File: src/rtl/pixel_pkg.sv
// pixel_pkg: shared types, pattern/state enums and bar colours for the pixel stream generator.
package pixel_pkg;
  typedef logic [11:0] rgb444_t;
  typedef enum logic [1:0] {PAT_SOLID, PAT_BARS, PAT_CHECKER, PAT_RAMP} pattern_e;
  typedef enum logic [1:0] {ST_IDLE, ST_STREAM, ST_GAP} gen_state_e;
  localparam rgb444_t BAR_COLOURS [8] = '{
    12'hFFF, 12'hFF0, 12'h0FF, 12'h0F0, 12'hF0F, 12'hF00, 12'h00F, 12'h000
  };
  function automatic int cnt_w(input int n);
    return n > 1 ? $clog2(n) : 1;
  endfunction
endpackage

File: src/rtl/pixel_stream_gen_pattern_lut.sv
// pattern_lut: combinational pixel colour for a coordinate; bars lookup only with PIXEL_GEN_BARS_EN.
module pattern_lut
  import pixel_pkg::*;
#(
  parameter int WIDTH = 320,
  parameter int XW    = 9,
  parameter int YW    = 8
) (
  input  logic [XW-1:0] i_x,
  input  logic [YW-1:0] i_y,
  input  pattern_e      i_pattern,
  input  rgb444_t       i_colour,
  output rgb444_t       o_pixel
);
  logic [31:0] w_xe;
  logic [3:0]  w_ramp;
  logic        w_chk;
  rgb444_t     w_bars;
  assign w_xe   = 32'(i_x);
  assign w_ramp = 4'((w_xe * 16) / 32'(WIDTH));
  assign w_chk  = 1'(w_xe >> 4) ^ 1'(32'(i_y) >> 4);
`ifdef PIXEL_GEN_BARS_EN
  logic [2:0] w_bar;
  assign w_bar  = 3'((w_xe * 8) / 32'(WIDTH));
  assign w_bars = BAR_COLOURS[w_bar];
`else
  assign w_bars = i_colour;
`endif
  assign o_pixel = i_pattern == PAT_CHECKER ? (w_chk ? 12'h000 : i_colour) :
                   i_pattern == PAT_RAMP    ? {3{w_ramp}} :
                   i_pattern == PAT_BARS    ? w_bars : i_colour;
endmodule

File: src/rtl/pixel_stream_gen.sv
// pixel_stream_gen: frame FSM with valid/ready handshake and registered pixel outputs.
// Optional macro PIXEL_GEN_BARS_EN enables the colour-bar pattern.
module pixel_stream_gen
  import pixel_pkg::*;
#(
  parameter int WIDTH  = 320,
  parameter int HEIGHT = 240,
  parameter int GAP    = 16
) (
  input  logic        clk,
  input  logic        reset,
  input  logic        enable,
  input  logic [1:0]  pattern_sel,
  input  logic [11:0] solid_colour,
  input  logic        ready,
  output logic [11:0] pixel,
  output logic        valid,
  output logic        sop,
  output logic        eop,
  output logic        frame_done
);
  localparam int XW = cnt_w(WIDTH);
  localparam int YW = cnt_w(HEIGHT);
  gen_state_e    r_state;
  logic [XW-1:0] r_x, w_nx, w_lx;
  logic [YW-1:0] r_y, w_ny, w_ly;
  logic [7:0]    r_gap;
  pattern_e      r_pat, w_lpat;
  rgb444_t       r_col, w_lcol, w_lpix;
  logic          w_last_x, w_last, w_streaming, w_gap_end, w_start;
  assign w_last_x    = r_x == XW'(WIDTH - 1);
  assign w_last      = w_last_x && r_y == YW'(HEIGHT - 1);
  assign w_nx        = w_last_x ? '0 : r_x + 1'b1;
  assign w_ny        = w_last_x ? r_y + 1'b1 : r_y;
  assign w_streaming = r_state == ST_STREAM;
  assign w_gap_end   = r_state == ST_GAP && r_gap == 8'(GAP - 1);
  assign w_start     = enable && (r_state == ST_IDLE || w_gap_end);
  // The LUT looks one pixel ahead so pixel can be registered alongside x/y.
  assign w_lx   = w_streaming ? w_nx : '0;
  assign w_ly   = w_streaming ? w_ny : '0;
  assign w_lpat = w_streaming ? r_pat : pattern_e'(pattern_sel);
  assign w_lcol = w_streaming ? r_col : solid_colour;
  pattern_lut #(.WIDTH(WIDTH), .XW(XW), .YW(YW)) u_lut (
    .i_x      (w_lx),
    .i_y      (w_ly),
    .i_pattern(w_lpat),
    .i_colour (w_lcol),
    .o_pixel  (w_lpix)
  );
  always_ff @(posedge clk) begin
    frame_done <= 1'b0;
    if (reset) begin
      r_state <= ST_IDLE;
      r_x     <= '0;
      r_y     <= '0;
      r_gap   <= '0;
      r_pat   <= PAT_SOLID;
      r_col   <= '0;
      valid   <= 1'b0;
      sop     <= 1'b0;
      eop     <= 1'b0;
      pixel   <= '0;
    end else if (w_start) begin
      r_state <= ST_STREAM;
      r_x     <= '0;
      r_y     <= '0;
      r_gap   <= '0;
      r_pat   <= pattern_e'(pattern_sel);
      r_col   <= solid_colour;
      valid   <= 1'b1;
      sop     <= 1'b1;
      eop     <= WIDTH == 1 && HEIGHT == 1;
      pixel   <= w_lpix;
    end else if (r_state == ST_GAP) begin
      r_gap   <= r_gap + 1'b1;
      r_state <= w_gap_end ? ST_IDLE : ST_GAP;
    end else if (w_streaming && ready) begin
      if (w_last) begin
        r_state    <= ST_GAP;
        r_gap      <= '0;
        valid      <= 1'b0;
        sop        <= 1'b0;
        eop        <= 1'b0;
        pixel      <= '0;
        frame_done <= 1'b1;
      end else begin
        r_x   <= w_nx;
        r_y   <= w_ny;
        sop   <= 1'b0;
        eop   <= w_nx == XW'(WIDTH - 1) && w_ny == YW'(HEIGHT - 1);
        pixel <= w_lpix;
      end
    end
  end
endmodule

File: config.mk
export PLATFORM = sky130hd
export DESIGN_NAME = pixel_stream_gen
export DESIGN_NICKNAME = d
export VERILOG_FILES = /design/src/rtl/pixel_pkg.sv /design/src/rtl/pixel_stream_gen_pattern_lut.sv /design/src/rtl/pixel_stream_gen.sv
export SDC_FILE = /design/constraint.sdc
export NUM_CORES = 1
export LEC_CHECK = 0
export BUFFER_PORTS_ARGS = -buffer_cell sky130_fd_sc_hd__buf_2
export CAP_MARGIN = 20
export CORE_UTILIZATION = 45
export DETAILED_ROUTE_END_ITERATION = 8
export PLACE_DENSITY_LB_ADDON = 0.1
export RECOVER_POWER = 100
export SLEW_MARGIN = 20
export SYNTH_ARGS = -nofsm -noshare
export SYNTH_HDL_FRONTEND = slang
export SYNTH_SLANG_ARGS = --single-unit
export TNS_END_PERCENT = 100
File: constraint.sdc
create_clock -name clk -period 4 [get_ports clk]
set_input_delay 0.4 -clock clk [delete_from_list [all_inputs] [get_ports clk]]
set_output_delay 0.4 -clock clk [all_outputs]
set_load 0.02 [all_outputs]
### Word level (Yosys, flattened, before mapping)

Cells that the tools add are included.
W data, S select, Z words.

| word-level totals | value |
|---|---|
| register bits | 57 |
| input bits | 18 |
| output and inout bits | 16 |
| word-level logic and storage cells | 81 |

| cells by class | value |
|---|---|
| add/sub/neg operators | 3 |
| divide/modulo/power cells | 1 |
| equal/unequal tests | 10 |
| multiplexer cells | 30 |
| bitwise gates (word level) | 4 |
| reduce and logical (&&, ||, !) cells | 21 |

Operators with widths:

| kind | number |
|---|---|
| $mux W12 | 8 |
| $div A13 B9 Y32 const B | 1 |
| $mux W8 | 4 |
| $eq A9 B9 Y1 const B | 2 |
| $mux W9 | 2 |
| $add A8 B1 Y8 const B | 2 |
| $eq A8 B8 Y1 const B | 2 |
| $mux W1 | 10 |
| $mux W2 | 5 |
| $add A9 B1 Y9 const B | 1 |
| $eq A8 B4 Y1 const B | 1 |
| $reduce_and A2 Y1 | 4 |
| $reduce_bool A2 Y1 | 4 |
| $eq A2 B2 Y1 const B | 3 |
| $reduce_and A3 Y1 | 2 |
| $reduce_bool A3 Y1 | 2 |
| $logic_and A1 B1 Y1 | 5 |
| $mux W5 | 1 |
| $reduce_or A4 Y1 | 1 |
| $not A1 Y1 | 3 |
| $eq A2 B1 Y1 const B | 1 |
| $logic_not A2 Y1 | 1 |
| $ne A2 B2 Y1 const B | 1 |
| $reduce_or A2 Y1 | 1 |
| other kinds (2) | 2 |

### Longest topological paths before layout

Gate-level depths: netlist (run 1).

| logic depth | value |
|---|---|
| word-level depth | 10 |
| gate-level depth with buffers | 16 |
| gate-level depth less buffers | 15 |

### By module

A second synthesis (run 1) with hierarchy kept.

| second synthesis, totals | value |
|---|---|
| cell total of the unflattened synthesis | 510 |
| area total of the unflattened synthesis | 3718.6 um^2 |

By module, submodules not included:

| module | times used | cells an instance | area each (um^2) | sequential area each (um^2) |
|---|---|---|---|---|
| pixel_stream_gen | 1 | 396 | 3006.6 | 1141.1 |
| pattern_lut | 1 | 114 | 711.9 | 0.0 |

### Worst setup path after synthesis (run 1)

Ideal clock, no wire load.

| timing | value |
|---|---|
| path type | reg2reg |
| from | reg r_x[0] |
| to | reg pixel[0] |
| library setup time | 138 ps |
| arrival | 3593 ps |
| required time | 3862 ps |
| setup slack | 269 ps |
| cell stages (with the launch flop) | 17 |
| path buffers | 2 |
| period minus slack after synthesis | 3731 ps |
| cell sequence | dfxtp_1 > ha_1 > buf_4 > and4_4 > buf_6 > a311oi_1 > nor3_1 > ha_1 > nor4_1 > o21ai_2 > a21oi_2 > mux2_2 > o32a_1 > nor2_1 > a211oi_1 > a211oi_1 > a31oi_1 |

| on the way | value |
|---|---|
| cells in the longest elaborated chain, start to end | 10 |
| elaborated cells on any way between the ends | 16 |
| those cells by class | 1 x add/sub; 1 x div; 1 x eq/ne; 11 x mux; 1 x bitwise; 1 x reduce/logical |

RTL lines:

| element | RTL line | source |
|---|---|---|
| from (decl) | pixel_stream_gen.sv:25 | `logic [XW-1:0] r_x, w_nx, w_lx;` |
| from (signal assigned) | pixel_stream_gen.sv:87 | `r_x <= w_nx;` |
| $add A9 B1 Y9 / $eq A9 B9 Y1 (equally long branches) | pixel_stream_gen.sv:33, pixel_stream_gen.sv:31 |  |
| $mux W9 / $mux W8 (equally long branches) | pixel_stream_gen.sv:33, pixel_stream_gen.sv:34 |  |
| $mux W9 / $mux W5 (equally long branches) | pixel_stream_gen.sv:39, pixel_stream_gen.sv:40 |  |
| $div A13 B9 Y32 / $xor A1 B1 Y1 (equally long branches) | pixel_stream_gen_pattern_lut.sv:20, pixel_stream_gen_pattern_lut.sv:21 |  |
| $mux W12, on equally long branches | pixel_stream_gen_pattern_lut.sv:30, pixel_stream_gen_pattern_lut.sv:29 |  |
| $mux W12 | pixel_stream_gen_pattern_lut.sv:29 | `assign o_pixel = i_pattern == PAT_CHECKER ? (w_chk ? 12'h000 : i_colour) :` |
| $mux W12 | pixel_stream_gen.sv:78 | `if (w_last) begin` |
| $mux W12 | pixel_stream_gen.sv:77 | `end else if (w_streaming && ready) begin` |
| $mux W12 | pixel_stream_gen.sv:74 | `end else if (r_state == ST_GAP) begin` |
| $mux W12 (*) | pixel_stream_gen.sv:63 | `end else if (w_start) begin` |
| to (signal assigned) | pixel_stream_gen.sv:73 | `pixel <= w_lpix;` |
| to (signal assigned) | pixel_stream_gen.sv:91 | `pixel <= w_lpix;` |
| to (decl) | pixel_stream_gen.sv:16 | `output logic [11:0] pixel,` |

Every way passes the cells marked *; elsewhere a longest branch is shown, timed or not. The select of a mux whose other input is x is not followed.
A chain may end at the register's enable or synchronous reset.

### Final worst setup path (run 1)

| timing | value |
|---|---|
| from | reg r_x[0] |
| to | reg pixel[1] |

Same word-level chain as after synthesis.

==> out/metrics.yaml, run 1 <==
via_per_inst: 5.79
antenna_found_initial: 0
ys_seq_area_frac: 0.303
wl_per_cell_um: 15.0
rows: 33
ys_warn_count: 0
first_pass_iters: 5
track_usage: 0.230
final_cells: 640
synth_common_cells: "nor2_1, nand2_1, dfxtp_1"
first_global_vias: 3421
synth_most_common_cell: "nor2_1"
numCtsBuffers: 9
vias: 3704
synthFlopType: "dfxtp_1"
routabilityCongestion: 0.913
syn_area_mm2: 0.00377
dp_slack_ps: 124
switching_share: 0.251
grt_max_degree: 31
period_minus_slack_ps: 3770
p_seq_frac: 0.437
grt_overflow: 0
htreeDepth: 3
min_to: "r_col[3]"
hpwl_um: 6920
drt-initial-drc-count: 181
hold_slack_ps: 307
synth_edf_count: 0
synth-simple-area-share: 0.289
synthCells: 489
synth_compound_area_frac: 0.246
required_ps: 4270
synth_area_leaders: "dfxtp_1, nor2_1, nand2_1"
routed_wl_um: 9600
pwr-share-clk: 0.447
p_sw_uw: 345
synth_area_per_cell_um2: 7.71
critPathKind: "flop to flop"
grt_pass1_wl_um: 15900
cts_sinks: 57
synthDistinctLibCells: 75
finalHoldViolations: 0
setup_violations: 0
skew_ps: 8.92
max_slew.worst_pin.slew_ps: 808
hp-class: "input port to flop"
cp-end-kind: "flop"
final.setup.worst_slack_ps: 232
yosysTopAreaCell: "dfxtp_1"
power_density_mw_per_mm2: 319
p_leak_uw: 0.00169
drive_gt1_frac: 0.166
synthAdderAreaFrac: 0.0133
synth_top_family_by_area: "simple AND/OR/NAND/NOR gates"
clockRootBuffer: "clkbuf_8"
worstRegToRegCells: 16
timing.rr.end: "pixel[1]"
tritoncts: "built"
drv_slew: 0
r2r_slack_ps: 230
syn_to_final_growth_pct: 14.5
path_clk_slew_ps: 70
die_y_um: 93.5
ctsHoldBuffers: 0
clockBufferDepth: 2
worstSkewPairLatency_ps: 340
internal_power_uw: 1030
combPwrFrac: 0.117
async_flop_share: 0
ys_seq_elements: 57
netlist.area_leader.share: 0.303
peakVddDrop_v: 0.000359
start_kind: "flop"
fp.dieW_um: 93.5
die_area_mm2: 0.00875
slew_headroom: 0.457
whs_path_depth: 3
num_io_pins: 34
hold_start: "solid_colour[3]"
ant_nets: 0
post-route-period-util: 0.942
status: "complete, no violations"
cap_violations: 0
rr_startpoint: "r_x[0]"
muxShareOfSynthArea: 0.0671
nets: 552
start_util: 0.461
worstPathArrival_ps: 4040
drcViolationCount: 0
synth-xor-area-share: 0.0349
synth_nets: 511
portBuffers: 33
coreArea_mm2: 0.00818
antennaDiodeCount: 0
fmax_ghz: 0.265
cp_max_fo: 7
placed_cells: 622
[cell usage in the layout (no fill, tap or decap), drive strengths merged, types with 7 or more instances in the layout]
cell,n
dfxtp,57
a31oi,7
o21ai,31
a21oi,45
clkbuf,32
nand2,64
mux2i,23
nor3,12
xnor2,10
nor2,64
a21o,7
nor3b,7
buf,38
inv,8
nand3,21
nand4,8
[timing repair]
action / 4_1_cts / 5_1_grt
gates resized for setup: 0 / 3
setup endpoints to repair: 0 / 6
setup buffers: 0 / 2
[worst max-delay path, cell delays in order (launching register included)]
cell,delay [ps]
dfxtp_1,310
ha_1,230
buf_4,180
and4_4,190
a311oi_1,420
nor3_1,90
ha_1,320
nor4_2,340
o21ai_2,140
a21o_1,260
nor2_4,210
mux2i_1,210
nand4_1,170
a31oi_1,220
buf_4,170
o21ai_0,100
a21oi_1,150
[state kept, by name, summed over array words and instances, names as in the netlist]
name and count:
r_x 9, r_pat 2, r_state 2, eop 1
r_gap 8, valid 1, r_y 8, sop 1
r_col 12, pixel 12, frame_done 1
[final cells by class]
cell class / instances / area [um^2]
flip-flops and latches: 57 / 1140
multi-input cells: 396 / 2470
fillers: 814 / 3860
clock buffers: 12 / 155
well taps: 105 / 131
clock inverters: 4 / 75.1
repair buffers: 58 / 318
inverters: 8 / 30.0
[routing by layer]
metal  vias up  global-route usage  share of wire
li1       1843                   -              -
met1      1739               0.306           0.47
met2       107               0.371           0.46
met3        15              0.0488          0.056
met4         0              0.0705          0.014
met5         -                   0              0
[power groups by stage]
stage               clock, uW  sequential [uW]  combinational [uW]
floorplan                   0              625                98.6
global placement            0              612                 161
detailed placement          0              613                 162
CTS                       626              600                 163
global route              651              603                 179
finish                    614              601                 160
[per-stage QoR]
stage	area, um^2	power (uW)	setup TNS, ps	util
finish	4320	1380	0	0.528
global route	4320	1430	-106	0.528
CTS	4320	1390	0	0.528
detailed placement	4090	775	0	0.500
global placement	4090	773	0	0.500
floorplan	3770	724	0	-
[cell families (layout without fill, tap and decap cells)]
logic type	after synthesis	in the layout
flip-flops	57	57
AND/OR/NAND/NOR	216	216
multiplexers	25	25
adder cells (fa/ha/maj)	4	4
buffers and inverters	36	82
AO/OA/AOI/OAI	136	136
XOR/XNOR	15	15
[worst max-delay path by stage]
stage | startpoint | end | slack, ps | cells after the start
global route | r_x[0] | pixel[1] | -40 | 16
detailed placement | r_x[1] | pixel[4] | 120 | 15
global placement | r_x[0] | pixel[4] | 200 | 15
finish | r_x[0] | pixel[1] | 230 | 16
floorplan | r_x[0] | pixel[0] | 270 | 16
CTS | r_x[1] | pixel[8] | 110 | 15
Note: power is estimated with default switching activity, not from simulation.
==> inputs of run 2 (changes only) <==
--- a/config.mk
+++ b/config.mk
@@ -14,5 +14,6 @@
 export SLEW_MARGIN = 20
 export SYNTH_ARGS = -nofsm -noshare
 export SYNTH_HDL_FRONTEND = slang
+export SYNTH_HIERARCHICAL = 1
 export SYNTH_SLANG_ARGS = --single-unit
 export TNS_END_PERCENT = 100
==> run 2 against run 1 <==
Sequential power hardly changed. Critical path depth stayed put. Sequential cell count stayed put. Non-clock buffer count is 4 higher. First-iteration DRC count is 13% higher.
==> out/metrics.yaml, run 2 <==
layout_commonest_cell: "nand2_1"
skew_ps: 12.0
routabilityCongestion: 0.857
max_slew.worst_pin.slew_ps: 1200
syn_to_final_growth_pct: 18.8
path_clk_slew_ps: 70
htreeDepth: 3
rsz0062_at_grt: "yes"
portBuffers: 33
crit_chain: "and4_4 > and2_4 > o21ai_1 > a222oi_1 > nor2_2 > ha_4 > and2b_1 > mux2i_2 > a2111oi_4 > nor3_2 > o311a_1 > o2111a_1 > o41ai_4 > nand2_1 > a22oi_2 > nor2_1"
setup_violations: 0
slowest_stage: "a222oi_1"
wl_met3_um: 364
antennaDiodeCount: 0
start_kind: "flop"
vias: 3613
max_stage_delay_ps: 480
coreArea_mm2: 0.00777
peakVddDrop_v: 0.000260
fp.dieW_um: 92.0
synth_nets: 521
critPathKind: "flop to flop"
drive_gt1_frac: 0.165
start_util: 0.470
numCtsBuffers: 9
critPathBufInv: 0
routed.top_layer: "met4"
antenna_found_initial: 0
first_global_vias: 3321
first_pass_iters: 5
die_y_um: 92.0
wl_met2_um: 4280
grt_max_degree: 33
worstSkewPairLatency_ps: 340
post-route-period-util: 0.999
slew_headroom: 0.194
cts_sinks: 57
routed_wl_um: 9250
clockBufferDepth: 2
syn_area_mm2: 0.00365
path_delay_family: "compound AO/OA/AOI/OAI gates"
final.setup.worst_slack_ps: 4.93
nets: 558
ctsHoldBuffers: 0
multi_input_area_mm2: 0.00244
via_per_inst: 5.63
synthCells: 498
clockRootBuffer: "clkbuf_8"
drt-initial-drc-count: 204
wl_per_cell_um: 14.4
cap_violations: 0
tritoncts: "built"
num_io_pins: 34
num-fill-cells: 782
worstPathArrival_ps: 4190
hpwl_um: 6500
wl_met1_um: 4500
top_regs: "pixel x12, r_col x12, r_x x9"
total_power_uw: 1380
hp-class: "input port to flop"
track_usage: 0.225
p_leak_uw: 0.00179
required_ps: 4200
status: "complete, no violations"
ff_latch_area_mm2: 0.00115
synth_area_per_cell_um2: 7.33
drcViolationCount: 0
dp_slack_ps: -68.8
die_area_mm2: 0.00847
finalHoldViolations: 0
ant_nets: 0
rows: 32
cp_max_fo: 5
ys_warn_count: 6
layout_common_cells: "nand2_1, nor2_1, dfxtp_1, buf_4, a21oi_1"
grt_overflow: 0
power_density_mw_per_mm2: 319
drv_slew: 0
fmax_ghz: 0.250
period_minus_slack_ps: 4000
grt_pass1_wl_um: 15400
cp-end-kind: "flop"
run 2: worst paths after layout:
path | from | to | slack, ps | cells past startpoint
setup / recovery | r_x[4] | pixel[4] | 5 | 16
hold reg to reg | valid | valid | 460 | 2
setup reg to reg | r_x[4] | pixel[4] | 5 | 16
hold / removal | solid_colour[2] | r_col[2] | 310 | 3
run 2: repair_timing:
action / 4_1_cts / 5_1_grt
gates resized for setup: 6 / 12
endpoints found under the setup margin: 3 / 3
buffers inserted: 2 / 1
pin swaps: 9 / 12
run 2: worst min-delay path: stages:
cell and delay (ps):
buf_2 90, mux2i_1 60, nor2_1 70
run 2: power by group:
group	switching, uW	internal [uW]
Sequential	12.1	589
Combinational	102	55.5
Clock	251	370
Total	366	1010
run 2: cell type report:
type,instances,area share
inverters,8,0.00693
multi-input cells,397,0.564
well taps,102,0.0295
clock inverters,6,0.0208
repair buffers,62,0.0829
flip-flops and latches,57,0.265
clock buffers,10,0.0318
run 2: metal layers:
metal | global-route usage | vias to the layer above
met5 | 0 | -
li1 | - | 1821
met2 | 0.363 | 75
met1 | 0.294 | 1706
met3 | 0.0547 | 11
met4 | 0.0703 | 0
run 2: per-stage QoR:
| stage | util | cells | hold slack, ps | cell area [um^2] | setup TNS [ps] |
|---|---|---|---|---|---|
| finish | 0.558 | 642 | 306 | 4330 | 0 |
| global placement | 0.517 | 623 | 444 | 4020 | 0 |
| floorplan | - | 498 | 460 | 3690 | 0 |
| global route | 0.558 | 642 | 310 | 4330 | -704 |
| detailed placement | 0.517 | 623 | 449 | 4020 | -178 |
| CTS | 0.553 | 641 | 304 | 4300 | 0 |
==> inputs of run 3 (changes only) <==
==> constraint.sdc (replaced) <==
create_clock -name clk -period 5.1 [get_ports clk]
set_input_delay 0.51 -clock clk [delete_from_list [all_inputs] [get_ports clk]]
set_output_delay 0.51 -clock clk [all_outputs]
set_load 0.02 [all_outputs]
==> run 3 against run 2 <==
Clock power fell by 26%. Wire length shrank 4.8%. Fmax decreased by 15%. Non-clock buffer count shrank 20. Global-route usage is 0.21 points lower. Utilization down 3.7 points. Sequential share of layout area grew 1.7 points. Sequential cell count unchanged. Sequential power down 21%. Critical path depth unchanged. Critical path type unchanged. Largest power group is now sequential cells.
==> out/metrics.yaml, run 3 (synthesis gave the netlist of run 2 again) <==
top_regs: "pixel x12, r_col x12, r_x x9"
ant_nets: 0
wl_per_cell_um: 14.2
drv_slew: 0
skew_ps: 6.88
numCtsBuffers: 9
cts_sinks: 57
worstSkewPairLatency_ps: 330
power_density_mw_per_mm2: 259
routabilityCongestion: 0.856
worstRegToRegCells: 16
fmax_ghz: 0.213
vias: 3476
multi_input_area_mm2: 0.00233
worstPathArrival_ps: 4900
cts_setup_buffers: 0
tns_ps: 0
place_area_mm2: 0.00385
slowest_stage: "a2111oi_4"
start_util: 0.470
required_ps: 5300
status: "complete, no violations"
clockBufferDepth: 2
period_minus_slack_ps: 4700
routed_wl_um: 8800
drive_gt1_frac: 0.0904
peakVddDrop_v: 0.000159
crit_chain: "and4_1 > and2_1 > o21ai_1 > a222oi_1 > nor2_1 > ha_1 > and2b_1 > mux2i_1 > a2111oi_4 > nor3_1 > o311a_1 > o2111a_1 > o41ai_2 > nand2_1 > a22oi_1 > nor2_1"
drt-initial-drc-count: 175
coreArea_mm2: 0.00777
hp-class: "input port to flop"
die_area_mm2: 0.00847
syn_to_final_growth_pct: 10.9
hold_start: "solid_colour[5]"
min_to: "r_col[5]"
post-route-period-util: 0.922
die_y_um: 92.0
grt_overflow: 0
cp-end-kind: "flop"
max_slew.worst_pin.slew_ps: 1280
timing.rr.end: "pixel[8]"
portBuffers: 33
hpwl_um: 6120
cp_max_fo: 8
htreeDepth: 3
cap_violations: 0
fp.dieW_um: 92.0
layout_commonest_cell: "nand2_1"
nets: 538
stdcell_area_mm2: 0.00405
setup_violations: 0
track_usage: 0.223
ctsHoldBuffers: 0
drcViolationCount: 0
p_leak_uw: 0.00166
whs_path_depth: 3
crit_path_frequent_cell: "nor2_1"
antennaDiodeCount: 0
first_global_vias: 3213
via_per_inst: 5.59
num-fill-cells: 816
first_pass_iters: 5
rsz0062_at_grt: "no"
num_io_pins: 34
clockRootBuffer: "clkbuf_8"
ff_latch_area_mm2: 0.00114
grt_pass1_wl_um: 15100
max_stage_delay_ps: 510
antenna_found_initial: 0
finalHoldViolations: 0
rr_startpoint: "r_x[4]"
layout_common_cells: "nand2_1, nor2_1, dfxtp_1, a21oi_1, clkbuf_1"
slew_headroom: 0.146
start_kind: "flop"
r2r_slack_ps: 400
grt_max_degree: 33
path_clk_slew_ps: 70
critPathKind: "flop to flop"
rows: 32
tritoncts: "built"
[run 3: cell count changes in the layout (fill, tap and decap cells not counted), sizes merged]
cell,previous run,this run
inv,9,8
clkbuf,27,28
clkinv,2,1
buf,45,25
clkinvlp,1,2
[run 3: worst max-delay path by stage]
| stage | startpoint | to | slack [ps] |
|---|---|---|---|
| global placement | r_x[1] | pixel[4] | 570 |
| CTS | r_x[1] | pixel[8] | 260 |
| global route | r_x[1] | pixel[0] | 30 |
| finish | r_x[4] | pixel[8] | 400 |
| detailed placement | r_x[1] | pixel[0] | 280 |
| floorplan | r_x[1] | pixel[8] | 580 |
[run 3: layout make-up]
class                           instances  share of cell area
Timing Repair Buffer                   42              0.0510
Multi-Input combinational cell        397               0.576
Sequential cell                        57               0.282
Inverter                                8             0.00742
Tap cell                              102              0.0315
Clock buffer                           11              0.0325
Clock inverter                          5              0.0198
[run 3: through the flow]
| stage | utilization | std cells | hold slack, ps | setup WS, ps | power (uW) |
|---|---|---|---|---|---|
| 6_report | 0.521 | 622 | 422 | 396 | 1050 |
| 2_1_floorplan | - | 498 | 460 | 576 | 566 |
| 4_1_cts | 0.523 | 622 | 411 | 260 | 1060 |
| 5_1_grt | 0.521 | 622 | 418 | 25.7 | 1100 |
| 3_5_place_dp | 0.495 | 606 | 449 | 285 | 602 |
| 3_3_place_gp | 0.495 | 605 | 444 | 565 | 601 |
[run 3: critical path: cells and delay by family (launching register included)]
| kind | cells | cell delay [ps] |
|---|---|---|
| and+or+nand+nor | 7 | 1360 |
| adders and majority gates | 1 | 360 |
| muxes | 1 | 140 |
| AOI/OAI and AO/OA | 7 | 2270 |
| DFF | 1 | 450 |
[run 3: timing repair]
action	CTS	global route
resized for setup	0	3
hold endpoints to repair	0	0
setup endpoints to repair	0	3
[run 3: power breakdown]
part,leakage (uW),internal (uW),switching [uW]
combinational,0.00109,41.5,76.2
clock,0.0000995,274,182
sequential,0.000464,462,10.2
total,0.00166,778,269
[run 3: layer usage]
layer  GRT usage  part of all wire  up-vias
met5           0                 0        -
met4      0.0573            0.0069        0
met3      0.0605             0.062        5
met2       0.359              0.47      104
met1       0.293              0.46     1584
li1            -                 -     1783
